--- src/rtl/stopwatch_ctrl_pkg.sv ---
// Shared definitions for the stopwatch control path and display mux.
// Latency: n/a (types and constants only).
// Backpressure: n/a.
package stopwatch_ctrl_pkg;

  typedef enum logic [1:0] {
    ST_IDLE  = 2'b00,
    ST_RUN   = 2'b01,
    ST_PAUSE = 2'b10,
    ST_FULL  = 2'b11
  } sw_state_t;

  // Simulation-friendly default; the board build overrides with the real prescale.
  localparam int TICK_DIV_DEFAULT = 4;
  localparam int PW_DEFAULT       = 24;

endpackage

--- src/rtl/stopwatch_ctrl_tick_divider.sv ---
// Prescaler producing one count tick every TICK_DIV enabled cycles.
// Latency: tick is combinational from the counter; first tick TICK_DIV enabled cycles after a clear.
// Backpressure: none; while en is low the counter holds so a partial period survives a pause.
module tick_divider #(
  parameter int TICK_DIV = 4,
  parameter int PW       = 24
) (
  input  logic clk,
  input  logic reset,
  input  logic en,
  input  logic clr,
  output logic tick
);

  localparam logic [PW-1:0] LAST = PW'(TICK_DIV - 1);

  logic [PW-1:0] cnt;

  // Count 0..TICK_DIV-1 while enabled, hold otherwise; clr wins over counting.
  always_ff @(posedge clk or posedge reset) begin
    if (reset) begin
      cnt <= '0;
    end else if (clr) begin
      cnt <= '0;
    end else if (en) begin
      cnt <= (cnt == LAST) ? '0 : cnt + 1'b1;
    end
  end

  assign tick = en & (cnt == LAST);

endmodule

--- src/rtl/stopwatch_ctrl.sv ---
// Run/pause/clear sequencer for the BCD stopwatch digit chain, plus lap freeze and overflow halt.
// Latency: state/clear/lap_hold change one cycle after the button edge; count_en is combinational.
// Backpressure: none; ovf from the top digit forces FULL, which stops ticks until cleared.
module stopwatch_ctrl
  import stopwatch_ctrl_pkg::*;
#(
  parameter int TICK_DIV = TICK_DIV_DEFAULT,
  parameter int PW       = PW_DEFAULT
) (
  input  logic       clk,
  input  logic       reset,
  input  logic       start_resume,
  input  logic       stop,
  input  logic       lap,
  input  logic       ovf,
  output logic       count_en,
  output logic       clear,
  output logic       lap_hold,
  output logic [1:0] state
);

  sw_state_t st;
  logic      start_prev;
  logic      stop_prev;
  logic      lap_prev;
  logic      start_edge;
  logic      stop_edge;
  logic      lap_edge;
  logic      clear_req;

  // Remember last button levels so a held button yields a single edge.
  always_ff @(posedge clk or posedge reset) begin
    if (reset) begin
      start_prev <= 1'b0;
      stop_prev  <= 1'b0;
      lap_prev   <= 1'b0;
    end else begin
      start_prev <= start_resume;
      stop_prev  <= stop;
      lap_prev   <= lap;
    end
  end

  assign start_edge = start_resume & ~start_prev;
  assign stop_edge  = stop & ~stop_prev;
  assign lap_edge   = lap & ~lap_prev;

  // A stop edge clears everywhere except RUN, where it only pauses.
  assign clear_req  = stop_edge & (st != ST_RUN);

  // Sequencer with registered state, clear pulse and lap freeze.
  always_ff @(posedge clk or posedge reset) begin
    if (reset) begin
      st       <= ST_IDLE;
      clear    <= 1'b0;
      lap_hold <= 1'b0;
    end else begin
      clear <= clear_req;

      case (st)
        ST_IDLE: begin
          if (!stop_edge && start_edge) st <= ST_RUN;
        end
        ST_RUN: begin
          if (stop_edge)  st <= ST_PAUSE;
          else if (ovf)   st <= ST_FULL;
        end
        ST_PAUSE: begin
          if (stop_edge)       st <= ST_IDLE;
          else if (start_edge) st <= ST_RUN;
        end
        ST_FULL: begin
          if (stop_edge) st <= ST_IDLE;
        end
        default: st <= ST_IDLE;
      endcase

      // Lap toggles the freeze while running and releases it when stopped.
      if (clear_req) begin
        lap_hold <= 1'b0;
      end else if (lap_edge) begin
        if (st == ST_RUN)       lap_hold <= ~lap_hold;
        else if (st != ST_IDLE) lap_hold <= 1'b0;
      end
    end
  end

  assign state = st;

  tick_divider #(
    .TICK_DIV (TICK_DIV),
    .PW       (PW)
  ) u_tick_divider (
    .clk   (clk),
    .reset (reset),
    .en    (st == ST_RUN),
    .clr   (clear_req),
    .tick  (count_en)
  );

endmodule

--- config.mk ---
export PLATFORM = sky130hd
export DESIGN_NAME = stopwatch_ctrl
export DESIGN_NICKNAME = d
export VERILOG_FILES = /design/src/rtl/stopwatch_ctrl_pkg.sv /design/src/rtl/stopwatch_ctrl_tick_divider.sv /design/src/rtl/stopwatch_ctrl.sv
export SDC_FILE = /design/constraint.sdc
export NUM_CORES = 1
export LEC_CHECK = 0
export BUFFER_PORTS_ARGS = -buffer_cell sky130_fd_sc_hd__buf_4
export CAP_MARGIN = 20
export CELL_PAD_IN_SITES_DETAIL_PLACEMENT = 1
export CELL_PAD_IN_SITES_GLOBAL_PLACEMENT = 2
export CORE_MARGIN = 2
export CORE_UTILIZATION = 30
export DETAILED_ROUTE_END_ITERATION = 10
export GPL_ROUTABILITY_DRIVEN = 0
export GPL_TIMING_DRIVEN = 0
export PLACE_DENSITY = 0.78
export REMOVE_ABC_BUFFERS = 1
export SLEW_MARGIN = 20
export SYNTH_ARGS = -nofsm -noshare
export SYNTH_HDL_FRONTEND = slang
export SYNTH_SLANG_ARGS = --single-unit
--- constraint.sdc ---
create_clock -name clk -period 2.6 [get_ports clk]
set_input_delay 0.52 -clock clk [delete_from_list [all_inputs] [get_ports clk]]
set_output_delay 0.52 -clock clk [all_outputs]
set_load 0.01 [all_outputs]
**Word-level counts from Yosys, hierarchy flattened**

Cells that the tools add are included.

- Register bits after elaboration: 31
- Logic and storage cells: 49

- Add/sub/neg operators: 1
- Reduce and logical (&&, ||, !) cells: 9
- Equality and inequality tests: 9
- Bitwise logic cells: 9
- Muxes and demuxes: 14

Operator list:

| operator | count |
|---|---|
| two-way mux 24 bit | 3 |
| adder 24 x 1 -> 24 bit (second input constant) | 1 |
| == test 24 x 2 -> 1 bit (second input constant) | 1 |
| two-way mux 2 bit | 6 |
| case mux 2 bit (4 select lines) | 1 |
| inequality test 3 bit (second input constant) | 2 |
| nonzero test 2 bit | 3 |
| bitwise AND 1 bit | 5 |
| == test 2 bit (second input constant) | 2 |
| two-way mux 1 bit | 4 |
| inequality test 2 bit (second input constant) | 2 |
| NOT 1 bit | 4 |
| AND reduction 4 bit | 1 |
| nonzero test 3 bit | 1 |
| == test 2 x 1 -> 1 bit (second input constant) | 1 |
| logical NOT 2 bit | 1 |
| inequality test 2 x 1 -> 1 bit (second input constant) | 1 |
| AND reduction 2 bit | 1 |
| logical AND 1 bit | 1 |
| logical NOT 1 bit | 1 |

**Longest topological paths before layout**

- Depth in word-level cells: 6
- Mapped depth: 6

**Hierarchy**

From an unflattened synthesis, not the netlist that was laid out.

- Cell total of the unflattened synthesis: 175
- Area, all modules: 1672.9 um2

By module, submodules not included:

| module | cells each | area an instance (um2) | instances | seq. area each (um2) |
|---|---|---|---|---|
| tick_divider | 151 | 1386.3 | 1 | 600.6 |
| stopwatch_ctrl | 24 | 286.5 | 1 | 175.2 |

**Least setup slack after synthesis**

OpenSTA, ideal clock, no wires.

- Kind: register -> output
- Start: register u_tick_divider.cnt[0]
- End: output count_en
- Required time: 2080 ps
- Arrival time: 1290 ps
- Path slack: 790 ps
- Stages on the path, launching flop included: 5
- Cells stage by stage: dfrtp_1 > ha_1 > nor4b_1 > nand4_1 > nor3_1

- Cells in the longest elaborated chain, start to end: 2

Ends and longest elaborated chain:

| element | RTL line | RTL |
|---|---|---|
| start: declaration | stopwatch_ctrl_tick_divider.sv:17 | `logic [PW-1:0] cnt;` |
| start signal: assignment | stopwatch_ctrl_tick_divider.sv:26 | `cnt <= (cnt == LAST) ? '0 : cnt + 1'b1;` |
| == test 24 x 2 -> 1 bit | stopwatch_ctrl_tick_divider.sv:30 | `assign tick = en & (cnt == LAST);` |
| bitwise AND 1 bit | stopwatch_ctrl_tick_divider.sv:30 |  |
| end: declaration | stopwatch_ctrl.sv:16 | `output logic count_en,` |

No other way between the ends.

**Final worst setup path**

- Start: register st[1] (netlist: state[1])
- End: output count_en

- Cells in the longest elaborated chain, start to end: 2

Ends and longest elaborated chain:

| element | RTL line | RTL |
|---|---|---|
| start: declaration | stopwatch_ctrl.sv:22 | `sw_state_t st;` |
| start signal: assignment | stopwatch_ctrl.sv:54 | `st <= ST_IDLE;` |
| start signal: assignment | stopwatch_ctrl.sv:62 | `if (!stop_edge && start_edge) st <= ST_RUN;` |
| start signal: assignment | stopwatch_ctrl.sv:65 | `if (stop_edge) st <= ST_PAUSE;` |
| == test 2 x 1 -> 1 bit | stopwatch_ctrl.sv:96 | `.en (st == ST_RUN),` |
| bitwise AND 1 bit | stopwatch_ctrl_tick_divider.sv:30 |  |

No other way between the ends.

==> flow_summary.yaml <==
outcome:
  outcome: "complete, no violations"
setup_path:
  crit_fanout: 21
  cp-end-kind: "primary output"
  cp.required_ps: 2080
  start_kind: "register"
  path_class: "register to primary output"
  worst-endpoint-arrival_ps: 1830
power_and_ir_drop:
  irDropWorstVdd_mv: 0.321
  p_leak_nw: 0.820
  p_per_area_nw_per_um2: 631
routing:
  drt-initial-drc-count: 53
  wl_per_cell_um: 16.1
  ant_nets: 0
  first_pass_iters: 4
  drt_wl_total_um: 4480
  drc_errors: 0
  vias: 1539
  vias_per_cell: 5.54
clock_network:
  clock_latency_ps: 280
  clockBufferDepth: 2
  path_clk_slew_ps: 70
  numCtsBuffers: 5
  cts.sinks: 31
  h-tree-depth: 2
  cts_tree: "yes"
  cts_resized: 0
  cts_hold_buf: 0
  cts_root_buf: "clkbuf_8"
  post_cts_buffers: 0
synth:
  synth_area_leaders: "dfrtp_1, nand3_1, o21ai_0"
  synth_edf_count: 0
  syn-instance-count: 200
  yosys_most_used_dff: "dfrtp_1"
  yosysWarningCount: 0
  avgSynthCellArea_um2: 8.72
  netlist_area_um2: 1740
  synthTopCellsByCount: "dfrtp_1, nand3_1, nand2_1"
  yosysTopAreaCellShare_pct: 44.5
  synth.most_common_cell: "dfrtp_1"
  ys_ff_latch: 31
  synth_area_leader_cell: "dfrtp_1"
  yosysSeqAreaShare_pct: 44.5
  async_flop_share_pct: 100
  synth_cell_type_count: 40
hold_path:
  min_path_type: "primary input to asynchronous set/reset pin"
floorplanning:
  initial_core_util_pct: 31.3
  num_rows: 27
  die-height_um: 80.3
  dieWidth_um: 80.3
  core_region_area_um2: 5570
  ios: 11
  die_area_um2: 6440
timing:
  slew-limit-headroom_pct: 41.5
  setup_violations: 0
  skew_ps: 7.82
  rsz0062_at_grt: "true"
  timing.final.ws_setup_ps: 250
  fin_crit_ps: 2350
  slew_violations: 0
  hold_viol: 0
  fmax_mhz: 426
  worst_pin_slew_ps: 878
  min_period_over_period_pct: 90.4
  fin_hold_ws_ps: 346
global_route:
  antenna_found_initial: 0
  grt_pass1_wl_um: 7990
  grt_overflow: 0
  grt_max_degree: 32
  gr-usage-all-layers_pct: 16.0
  grt_pass1_vias: 1625
placement:
  port_buffers: 10
  hpwl_um: 3100
  placed_cell_area_um2: 1880
  dpl.cell_count: 270
  post-place-ws_ps: 429
final_layout:
  diodes: 0
  final_util_pct: 35.6
  fin_area_um2: 1990
  stdcell_count: 278
  syn2layout_area_growth_pct: 13.9
  drive_above_1_share_pct: 14.6
  nets: 212
job:
  maxCapViolations: 0
## registers in the layout (all words and copies together), names as in the netlist
register	count
u_tick_divider.cnt	24
state	2
clear	1
lap_hold	1
lap_prev	1
start_prev	1
stop_prev	1
## worst max-delay path, stage by stage (launching register included)
cell and delay (ps):
dfrtp_1 460, nand2b_1 580, nor3_2 350, buf_4 150
## final timing paths
path	start	endpoint	slack, ps	depth (start not counted)
setup / recovery	state[1]	count_en	250	3
hold / removal	reset	u_tick_divider.cnt[5]	350	2
setup reg to reg	u_tick_divider.cnt[0]	u_tick_divider.cnt[6]	440	5
hold reg to reg	start_prev	state[0]	550	2
max in group asynchronous	reset	u_tick_divider.cnt[12]	1790	2
min in group clk	lap	lap_prev	350	1
## layout by cell type, fill, tap and decap left out, types with 2 or more instances in the layout
| master | count |
|---|---|
| and2_1 | 2 |
| xor2_1 | 3 |
| nand2b_1 | 3 |
| or4_4 | 2 |
| buf_4 | 10 |
| nor2_1 | 4 |
| nor4_1 | 6 |
| clkbuf_8 | 7 |
| inv_1 | 4 |
| a22oi_1 | 2 |
| nor3b_1 | 2 |
| and4_1 | 4 |
| or3_1 | 8 |
| o21ai_0 | 17 |
| nor2b_1 | 2 |
| a21oi_1 | 2 |
| nor3_1 | 5 |
| nand4_1 | 9 |
| dfrtp_1 | 31 |
| nand3_1 | 28 |
| nand2_1 | 24 |
| mux2i_1 | 2 |
| and3_1 | 3 |
| a32oi_1 | 3 |
## power breakdown
group	switching, mW	internal [mW]	total, mW
logic	0.143	0.0910	0.234
registers	0.0626	0.527	0.589
clock network	0.190	0.241	0.431
total	0.395	0.859	1.25
## cell families (layout without fill, tap and decap cells)
logic type | after synthesis | count (layout) | share of synthesized area, %
buf+inv | 18 | 24 | 4.02
simple gates | 111 | 111 | 35.4
flops | 31 | 31 | 44.5
xor+xnor | 4 | 4 | 2.01
fa+ha+maj | 1 | 1 | 0.717
compound gates | 32 | 32 | 11.6
mux | 3 | 3 | 1.79
## area by class of cell
cell class / instances / area (µm²)
tap: 72 / 90.1
clock buffer: 7 / 96.3
sequential: 31 / 776
multi-input combinational: 151 / 908
fill: 674 / 3590
clock inverter: 1 / 7.51
inverter: 5 / 18.8
timing repair buffer: 11 / 90.1
## per-layer routing
| metal | part of all wire (%) | GRT usage [%] | routed length, µm |
|---|---|---|---|
| met4 | 1.5 | 4.75 | 69 |
| met1 | 49 | 21.5 | 2220 |
| met3 | 2.5 | 3.37 | 110 |
| met5 | 0 | 0 | 0 |
| met2 | 47 | 25.8 | 2080 |
## stage by stage
| step | power, mW | setup TNS, ps |
|---|---|---|
| 2_1_floorplan | 0.726 | 0 |
| 3_3_place_gp | 0.815 | -3410 |
| 3_5_place_dp | 0.835 | 0 |
| 4_1_cts | 1.27 | 0 |
| 5_1_grt | 1.33 | 0 |
| 6_report | 1.25 | 0 |
Note: power is estimated with default switching activity, not from simulation.
